--- src/rtl/axi_rd_arbiter.sv ---
// ---------------------------------------------------------------------------
// axi_rd_arbiter
// Shares one AXI4 read slave port (AR + R channels) between NUM_MASTERS read
// masters. Round-robin arbitration, one burst at a time. The grant is taken in
// IDLE, held through the AR handshake (ADDR) and released after the RLAST beat
// (DATA). R beats are steered to the granted master only.
//
// Ports
//   aclk, areset             clock, synchronous active-high reset
//   s_ar*  / s_arvalid       packed per-master AR payload, master i at slice i
//   s_arready                per-master ARREADY (only the granted bit can be 1)
//   s_rid/s_rdata/s_rresp/s_rlast   R payload, broadcast to all masters
//   s_rvalid / s_rready      per-master R handshake
//   m_ar* / m_arvalid / m_arready   AR channel towards the slave
//   m_r*  / m_rvalid / m_rready     R channel from the slave
//   grant_cnt                per-master accepted-AR counters (16 bit, saturating),
//                            present only when AXI_RD_ARB_STATS_EN is defined
//
// Optional feature macro: AXI_RD_ARB_STATS_EN
// ---------------------------------------------------------------------------
module axi_rd_arbiter #(
    parameter int NUM_MASTERS    = 2,
    parameter int AXI_ID_WIDTH   = 1,
    parameter int AXI_ADDR_WIDTH = 32,
    parameter int AXI_DATA_WIDTH = 32
) (
    input  logic                                 aclk,
    input  logic                                 areset,
    input  logic [NUM_MASTERS*AXI_ID_WIDTH-1:0]  s_arid,
    input  logic [NUM_MASTERS*AXI_ADDR_WIDTH-1:0] s_araddr,
    input  logic [NUM_MASTERS*8-1:0]             s_arlen,
    input  logic [NUM_MASTERS*3-1:0]             s_arsize,
    input  logic [NUM_MASTERS*2-1:0]             s_arburst,
    input  logic [NUM_MASTERS-1:0]               s_arvalid,
    output logic [NUM_MASTERS-1:0]               s_arready,
    output logic [AXI_ID_WIDTH-1:0]              s_rid,
    output logic [AXI_DATA_WIDTH-1:0]            s_rdata,
    output logic [1:0]                           s_rresp,
    output logic                                 s_rlast,
    output logic [NUM_MASTERS-1:0]               s_rvalid,
    input  logic [NUM_MASTERS-1:0]               s_rready,
    output logic [AXI_ID_WIDTH-1:0]              m_arid,
    output logic [AXI_ADDR_WIDTH-1:0]            m_araddr,
    output logic [7:0]                           m_arlen,
    output logic [2:0]                           m_arsize,
    output logic [1:0]                           m_arburst,
    output logic                                 m_arvalid,
    input  logic                                 m_arready,
    input  logic [AXI_ID_WIDTH-1:0]              m_rid,
    input  logic [AXI_DATA_WIDTH-1:0]            m_rdata,
    input  logic [1:0]                           m_rresp,
    input  logic                                 m_rlast,
    input  logic                                 m_rvalid,
    output logic                                 m_rready
`ifdef AXI_RD_ARB_STATS_EN
    ,
    output logic [NUM_MASTERS*16-1:0]            grant_cnt
`endif
);

    localparam int GW = (NUM_MASTERS > 1) ? $clog2(NUM_MASTERS) : 1;

    typedef enum logic [1:0] {
        ST_IDLE = 2'd0,
        ST_ADDR = 2'd1,
        ST_DATA = 2'd2
    } state_t;

    state_t          r_state;
    state_t          w_state_nxt;
    logic [GW-1:0]   r_gnt;
    logic [GW-1:0]   r_last;
    logic [GW-1:0]   w_gnt_nxt;
    logic [GW-1:0]   w_last_nxt;
    logic [GW-1:0]   w_pick;
    logic            w_any;
    logic            w_addr_ph;
    logic            w_data_ph;
    logic            w_ar_hs;
    logic            w_r_done;

    // Round-robin pick: first requester at or after last+1. Scanning from the
    // farthest candidate down to the nearest lets the nearest one win.
    always_comb begin
        logic [GW-1:0] v_idx;
        v_idx  = {GW{1'b0}};
        w_pick = r_last;
        w_any  = 1'b0;
        for (int k = NUM_MASTERS; k >= 1; k--) begin
            v_idx  = GW'((int'(r_last) + k) % NUM_MASTERS);
            w_pick = s_arvalid[v_idx] ? v_idx : w_pick;
            w_any  = w_any | s_arvalid[v_idx];
        end
    end

    // Handshake phases; reset forces every handshake output low immediately.
    always_comb begin
        w_addr_ph = (r_state == ST_ADDR) && !areset;
        w_data_ph = (r_state == ST_DATA) && !areset;
        w_ar_hs   = w_addr_ph && s_arvalid[r_gnt] && m_arready;
        w_r_done  = w_data_ph && m_rvalid && s_rready[r_gnt] && m_rlast;
    end

    // Next-state logic for the IDLE -> ADDR -> DATA burst sequence.
    always_comb begin
        w_state_nxt = r_state;
        w_gnt_nxt   = r_gnt;
        w_last_nxt  = r_last;
        case (r_state)
            ST_IDLE: begin
                if (w_any) begin
                    w_state_nxt = ST_ADDR;
                    w_gnt_nxt   = w_pick;
                end else begin
                    w_state_nxt = ST_IDLE;
                end
            end
            ST_ADDR: begin
                // A granted master that drops ARVALID keeps the grant; no recovery.
                if (w_ar_hs) begin
                    w_state_nxt = ST_DATA;
                end else begin
                    w_state_nxt = ST_ADDR;
                end
            end
            ST_DATA: begin
                if (w_r_done) begin
                    w_state_nxt = ST_IDLE;
                    w_last_nxt  = r_gnt;
                end else begin
                    w_state_nxt = ST_DATA;
                end
            end
            default: begin
                w_state_nxt = ST_IDLE;
            end
        endcase
    end

    // State, grant and last-served registers.
    always_ff @(posedge aclk) begin
        if (areset) begin
            r_state <= ST_IDLE;
            r_gnt   <= {GW{1'b0}};
            r_last  <= GW'(NUM_MASTERS - 1);
        end else begin
            r_state <= w_state_nxt;
            r_gnt   <= w_gnt_nxt;
            r_last  <= w_last_nxt;
        end
    end

    // AR mux and R demux, combinational so beats see no added latency.
    always_comb begin
        m_arid    = s_arid[int'(r_gnt)*AXI_ID_WIDTH +: AXI_ID_WIDTH];
        m_araddr  = s_araddr[int'(r_gnt)*AXI_ADDR_WIDTH +: AXI_ADDR_WIDTH];
        m_arlen   = s_arlen[int'(r_gnt)*8 +: 8];
        m_arsize  = s_arsize[int'(r_gnt)*3 +: 3];
        m_arburst = s_arburst[int'(r_gnt)*2 +: 2];
        m_arvalid = w_addr_ph && s_arvalid[r_gnt];
        s_arready = w_addr_ph ? (NUM_MASTERS'(m_arready) << r_gnt) : {NUM_MASTERS{1'b0}};
        m_rready  = w_data_ph && s_rready[r_gnt];
        s_rvalid  = w_data_ph ? (NUM_MASTERS'(m_rvalid) << r_gnt) : {NUM_MASTERS{1'b0}};
        s_rid     = m_rid;
        s_rdata   = m_rdata;
        s_rresp   = m_rresp;
        s_rlast   = m_rlast;
    end

`ifdef AXI_RD_ARB_STATS_EN
    logic [15:0] r_cnt [NUM_MASTERS];

    // Saturating count of accepted AR handshakes per master.
    always_ff @(posedge aclk) begin
        if (areset) begin
            for (int i = 0; i < NUM_MASTERS; i++) begin
                r_cnt[i] <= 16'd0;
            end
        end else begin
            for (int i = 0; i < NUM_MASTERS; i++) begin
                if (w_ar_hs && (GW'(i) == r_gnt) && (r_cnt[i] != 16'hFFFF)) begin
                    r_cnt[i] <= r_cnt[i] + 16'd1;
                end else begin
                    r_cnt[i] <= r_cnt[i];
                end
            end
        end
    end

    for (genvar g = 0; g < NUM_MASTERS; g++) begin : g_cnt_out
        assign grant_cnt[g*16 +: 16] = r_cnt[g];
    end
`endif

endmodule

--- config.mk ---
export PLATFORM = sky130hd
export DESIGN_NAME = axi_rd_arbiter
export DESIGN_NICKNAME = d
export VERILOG_FILES = /design/src/rtl/axi_rd_arbiter.sv
export SDC_FILE = /design/constraint.sdc
export NUM_CORES = 1
export LEC_CHECK = 0
export CAP_MARGIN = 20
export CORE_AREA = 2 2 86 88
export DETAILED_ROUTE_END_ITERATION = 8
export DIE_AREA = 0 0 88 90
export GPL_TIMING_DRIVEN = 1
export PLACE_DENSITY = 0.69
export SYNTH_ARGS = -nofsm -noshare
export SYNTH_HDL_FRONTEND = slang
export SYNTH_SLANG_ARGS = --single-unit
--- constraint.sdc ---
create_clock -name aclk -period 1.5 [get_ports aclk]
set_input_delay 0.15 -clock aclk [delete_from_list [all_inputs] [get_ports aclk]]
set_output_delay 0.15 -clock aclk [all_outputs]
set_load 0.03 [all_outputs]
==> results.toml, run 1 <==
[worst_setup_path]
crit_type = "reg -> out"
cp_data_arrival_time_ns = 1.42
reg2reg_setup_slack_ns = 0.21
end_kind = "output port"
critPathMaxStageDelay_ns = 0.39
critPathMaxFanout = 21
crit_chain = "buf_12 > mux2_2 > clkdlybuf4s15_2"
startpoint = "r_gnt"
cpMaxStageDelayCell = "dfxtp_4"
timing.rr.start = "r_gnt"
crit_required_ns = 1.35
start_kind = "register"

[finish]
syn_to_final_growth_pct = 141
n_antenna_cell = 0
stdcell_count = 344
fillers = 702
design_area_sq_um = 2620
nets = 383
drive_gt1_frac = 0.502

[floorplanning]
die_area_sq_um = 7920
io-pin-count = 224
rows = 31
die_w_microns = 88
start_util = 0.155
die_y_microns = 90
coreArea_sq_um = 7020

[clock_tree]
cts_tree = "yes"
clkTransAtPathRegs_ns = 0.03
cts_root_buf = "clkbuf_8"
worst_skew_pair.late_latency_ns = 0.22
clockBufferDepth = 2
htreeDepth = 1
hold_buffers = 0
cts_made_buffers = 3
cts_sinks = 4

[sta]
final-setup-viol-count = 28
maxSlewHeadroom = 0.862
rsz0062_at_grt = "true"
finalMaxSlewViolations = 0
skew_ns = 0.00397
min_period_over_period = 1.05
tns_ns = -1.44
tightestPinTransition_ns = 0.206
fmax_mhz = 636
fin_ws_ns = -0.0723
finalHoldViolations = 0
period_needed_ns = 1.57
whs_ns = 0.255

[pwr]
switching_power_w = 0.000463
max-vdd-ir-drop_uv = 597
power_frac_comb = 0.729
pwr-share-clk = 0.177
power.density_nw_per_um2 = 491
seqPwrFrac = 0.094
intPower_w = 0.000822
leakagePower_nw = 1.07
swShare = 0.360

[logic_synthesis]
synth_seq_area_share = 0.0737
ys_warn_count = 0
synthTopCellsByArea = "mux2_2, buf_4, dfxtp_1"
yosysTopAreaCell = "mux2_2"
syn-num-nets = 254
avgSynthCellArea_sq_um = 9.20
synth_seq_cells = 4
yosysUniqueCellTypes = 22
netlist.area_leader.share = 0.487
syn_area_sq_um = 1090
syn_inst = 118

[outcome]
violations = "negative setup slack"
status = "finished, violations left"

[global_route]
first_global_vias = 1374
grt_pass1_wl_microns = 6290
antenna_found_initial = 0
grt_max_degree = 22
grtUsageTotal = 0.101
grt_overflow = 0

[placement]
gp_congestion = 0.733
io_buffers = 153
place.detailed.hpwl_microns = 3730
preCtsSetupSlack_ns = -0.284
place_inst = 337
placed_cell_area_sq_um = 2530

[routing]
drcViolationCount = 0
wl_microns = 4490
drt_iter0_markers = 7
drt_pass1_iterations = 4
ant_nets = 0
avgRoutedWirePerCell_microns = 13.0
avgViaCountPerCell = 3.99
dr_total_vias = 1374

[job]
maxCapViolations = 0

[hold_path]
min-delay-start = "areset"
min_path_type = "in -> reg"
==> cell usage in the layout, fill, tap and decap left out, types with 5 or more instances in the layout <==
master,synthesis,layout
clkdlybuf4s50_1,0,99
mux2_2,47,43
buf_4,36,24
buf_2,6,15
clkdlybuf4s15_2,0,12
buf_6,1,10
mux2_4,1,5
==> what timing repair did <==
item                                    4_1_cts  5_1_grt
endpoints found under the setup margin       49       42
gates cloned                                  2        0
buffers inserted                              2        0
pin swaps                                     1        1
endpoints found under the hold margin         0        0
resized for setup                           220       27
==> power by group through the flow <==
stage / logic, W / registers [W] / clock network, W
2_1_floorplan: 0.000600 / 0.000117 / 0
3_3_place_gp: 0.000938 / 0.000122 / 0
3_5_place_dp: 0.000946 / 0.000122 / 0
4_1_cts: 0.000958 / 0.000121 / 0.000229
5_1_grt: 0.000988 / 0.000122 / 0.000243
6_report: 0.000937 / 0.000121 / 0.000227
==> area by class of cell <==
class / count / area, sq um / share of cell area
repair buffers: 167 / 1650 / 0.628
multi-input cells: 70 / 721 / 0.275
flip-flops and latches: 4 / 83.8 / 0.0320
clock buffers: 3 / 41.3 / 0.0158
inverters: 1 / 3.75 / 0.00143
well taps: 99 / 124 / 0.0473
==> flip-flops by register name (all words and copies together) (netlist names) <==
| register | flops |
|---|---|
| r_gnt | 1 |
| r_last | 1 |
| r_state | 2 |
==> path summary, 6_finish.rpt <==
path                            depth (start not counted)         end
worst max-delay path                                    3  m_arlen[3]
worst min-delay path                                    3       r_gnt
worst max register to register                          5  r_state[1]
worst min register to register                          1      r_last
==> metal layers <==
metal | part of all wire | up-vias | wire [microns] | GRT usage
met1 | 0.33 | 607 | 1470 | 0.0956
li1 | - | 641 | - | -
met5 | 0 | - | 0 | 0
met2 | 0.52 | 116 | 2320 | 0.194
met3 | 0.13 | 10 | 601 | 0.0340
met4 | 0.023 | 0 | 101 | 0.0359
==> synthesized netlist by cell type <==
| library cell | number |
|---|---|
| nor2_1 | 3 |
| mux2_2 | 47 |
| dfxtp_1 | 4 |
| buf_6 | 1 |
| a21oi_1 | 1 |
| inv_1 | 1 |
| nor2b_1 | 1 |
| o311a_1 | 1 |
| buf_2 | 6 |
| mux2_4 | 1 |
| and4bb_4 | 1 |
| nand2_1 | 2 |
| nand3_1 | 3 |
| a21o_1 | 1 |
| buf_4 | 36 |
| and2_1 | 1 |
| o31ai_1 | 1 |
| a41o_1 | 1 |
| and4_1 | 1 |
| a211oi_1 | 1 |
| o32ai_1 | 1 |
| and3_1 | 3 |
==> logic make-up after synthesis <==
| group | Yosys count | share of synthesized area |
|---|---|---|
| flops | 4 | 0.0737 |
| simple gates | 15 | 0.0830 |
| mux | 48 | 0.501 |
| buf+inv | 44 | 0.290 |
| compound gates | 7 | 0.0518 |
==> worst max-delay path, delay by kind of cell (launching register included) <==
| kind | cells | cell delay, ns |
|---|---|---|
| buffers and inverters | 2 | 0.45 |
| DFF | 1 | 0.39 |
| muxes | 1 | 0.35 |
==> metrics by stage <==
stage                util  power (W)
floorplan               -   0.000717
global route        0.373    0.00135
global placement    0.360    0.00106
detailed placement  0.360    0.00107
finish              0.373    0.00129
CTS                 0.379    0.00131
Power figures use the tool's default switching activity.
==> inputs of run 2 (changes only) <==
Settings changed: ABC_AREA set to 1, PLACE_DENSITY 0.69 to 0.7.
==> run 2 against run 1 <==
Effect of this change:
- the run now ends clean
- synthesized cell count increased by 97%
- flip-flop and latch count unchanged
- core utilization decreased by 2.0 points
- clock-buffer cell count unchanged
- power increased by 3.3%
- fmax increased by 7.9%
- clock power about the same
- setup slack improved by 0.12 ns
- die area unchanged
- hold slack improved by 0.045 ns
- wire length increased by 9.6%
- combinational power increased by 4.6%
- critical endpoint is now s_rlast
- highest routed layer unchanged
==> results.toml, run 2 <==
[sta]
period_needed_ns = 1.46
finalHoldViolations = 0
maxSlewHeadroom = 0.800
fmax_mhz = 686
skew_ns = 0.00138
min_period_over_period = 0.972
final-setup-viol-count = 0
tns_ns = 0
rsz0062_at_grt = "false"
fin_ws_ns = 0.0427
finalMaxSlewViolations = 0
tightestPinTransition_ns = 0.300

[routing]
dr_total_vias = 1700
drt_iter0_markers = 32
ant_nets = 0
avgViaCountPerCell = 3.79
drcViolationCount = 0
routedLengthMet1_microns = 1710
met3_length_microns = 569
drt_pass1_iterations = 4
avgRoutedWirePerCell_microns = 11.0
routed.top_layer = "met4"
met2_wirelength_microns = 2610
wl_microns = 4920

[hold_path]
min_path_type = "in -> out"

[pwr]
seqPwrFrac = 0.092
power_frac_comb = 0.738
switching_power_w = 0.000560
max-vdd-ir-drop_uv = 388
swShare = 0.422
leakagePower_nw = 1.26
intPower_w = 0.000768
power.density_nw_per_um2 = 536
pwr-share-clk = 0.169

[global_route]
grt_overflow = 0
grt_pass1_wl_microns = 6910
grtUsageTotal = 0.107
antenna_found_initial = 0
first_global_vias = 1625
grt_max_degree = 46

[logic_synthesis]
netlist.area_leader.share = 0.500
synth_top_family_by_area = "simple AND/OR/NAND/NOR gates"
synth_common_cells = "nand2_1, buf_4, nor2_1"
yosysUniqueCellTypes = 15
synth_ff_type = "dfxtp_1"
ys_warn_count = 0
synth_seq_cells = 4
yosys.area_share.simple = 0.556
yosysTopAreaCell = "nand2_1"
synthMuxAreaShare = 0
synthTopCellsByArea = "nand2_1, buf_4, dfxtp_1"
async_flop_share = 0
synth_seq_area_share = 0.0702
synth-xor-area-share = 0
post-synth-top-count-cell = "nand2_1"
synth-edff-count = 0
syn_area_sq_um = 1140
syn_inst = 232
syn-num-nets = 368
avgSynthCellArea_sq_um = 4.92
synth_compound_area_frac = 0.0362
yosys.area_share.adder = 0

[worst_setup_path]
path_delay_family = "buffers and inverters"
worst-path-buf-inv = 2
end_kind = "output port"
crit_type = "in -> out"
cpMaxStageDelayCell = "clkdlybuf4s50_1"
critPathMaxStageDelay_ns = 0.67
crit_chain = "clkdlybuf4s50_1 > clkdlybuf4s50_1"
start_kind = "input port"
crit_required_ns = 1.35
cp_data_arrival_time_ns = 1.31
cp_common_cell = "clkdlybuf4s50_1"
critPathMaxFanout = 2

[clock_tree]
clockBufferDepth = 2
cts_sinks = 4
worst_skew_pair.late_latency_ns = 0.22
htreeDepth = 1
cts_root_buf = "clkbuf_8"
hold_buffers = 0
cts_tree = "yes"
cts_made_buffers = 3

[floorplanning]
rows = 31
die_area_sq_um = 7920
coreArea_sq_um = 7020
die_w_microns = 88
start_util = 0.163
die_y_microns = 90
io-pin-count = 224

[outcome]
status = "finished clean"

[finish]
reg.largest.list = "r_state (2), r_gnt (1), r_last (1)"
syn_to_final_growth_pct = 117
fillers = 754
nets = 487
largest_register_ffs = 2
drive_gt1_frac = 0.203
final_common_cell = "nand2_1"
stdcell_count = 448
n_antenna_cell = 0
regMostFlops = "r_state"
final_cell_mix = "nand2_1, clkdlybuf4s50_1, buf_4"

[job]
maxCapViolations = 0

[placement]
io_buffers = 153
preCtsSetupSlack_ns = 0.0542
place.detailed.hpwl_microns = 4030
gp_congestion = 0.722
place_inst = 444
run 2: cell type report:
type                            instances  area [sq um]  share of cell area
Tap cell                               99           124              0.0500
Inverter                                8          32.5              0.0131
Multi-Input combinational cell        173           683               0.276
Sequential cell                         4          81.3              0.0328
Timing Repair Buffer                  161          1520               0.612
Clock buffer                            3          41.3              0.0167
run 2: per-stage QoR:
step           area, sq um  hold WS, ns  utilization  total power, W
3_5_place_dp          2400        0.300        0.343         0.00110
2_1_floorplan         1140        0.212            -        0.000768
4_1_cts               2450        0.300        0.348         0.00133
6_report              2480        0.300        0.353         0.00133
3_3_place_gp          2400        0.300        0.343         0.00109
5_1_grt               2480        0.300        0.353         0.00141
run 2: power by group through the flow:
stage	logic (W)	registers (W)	clock network [W]
3_5_place_dp	0.000974	0.000123	0
2_1_floorplan	0.000649	0.000119	0
6_report	0.000980	0.000123	0.000225
3_3_place_gp	0.000965	0.000123	0
5_1_grt	0.00105	0.000124	0.000240
4_1_cts	0.000976	0.000122	0.000232
run 2: repair_timing:
| action | 4_1_cts | 5_1_grt |
|---|---|---|
| resized for setup | 0 | 3 |
| buffers inserted | 0 | 0 |
| endpoints found under the hold margin | 0 | 0 |
| setup endpoints to repair | 0 | 4 |
run 2: cell families after synthesis:
kind of cell	Yosys count
DFF	4
buffers and inverters	55
AOI/OAI and AO/OA	7
and+or+nand+nor	166
run 2: final timing paths:
check | cells past startpoint | end | startpoint | slack (ns)
max | 2 | s_rlast | m_rlast | 0.04
min reg2reg | 2 | r_last | r_last | 0.46
max reg2reg | 6 | r_state[1] | r_gnt | 0.40
min | 0 | s_rdata[14] | m_rdata[14] | 0.30
run 2: layer usage:
metal,vias to the layer above,GRT usage
met1,712,0.0889
met4,0,0.0282
met5,-,0
met3,4,0.0331
met2,93,0.227
li1,891,-
==> inputs of run 3 (changes only) <==
Settings changed: HOLD_SLACK_MARGIN set to 0.1.
==> results of run 3 <==
No change in the layout: final DEF, timing and power equal those of run 2.
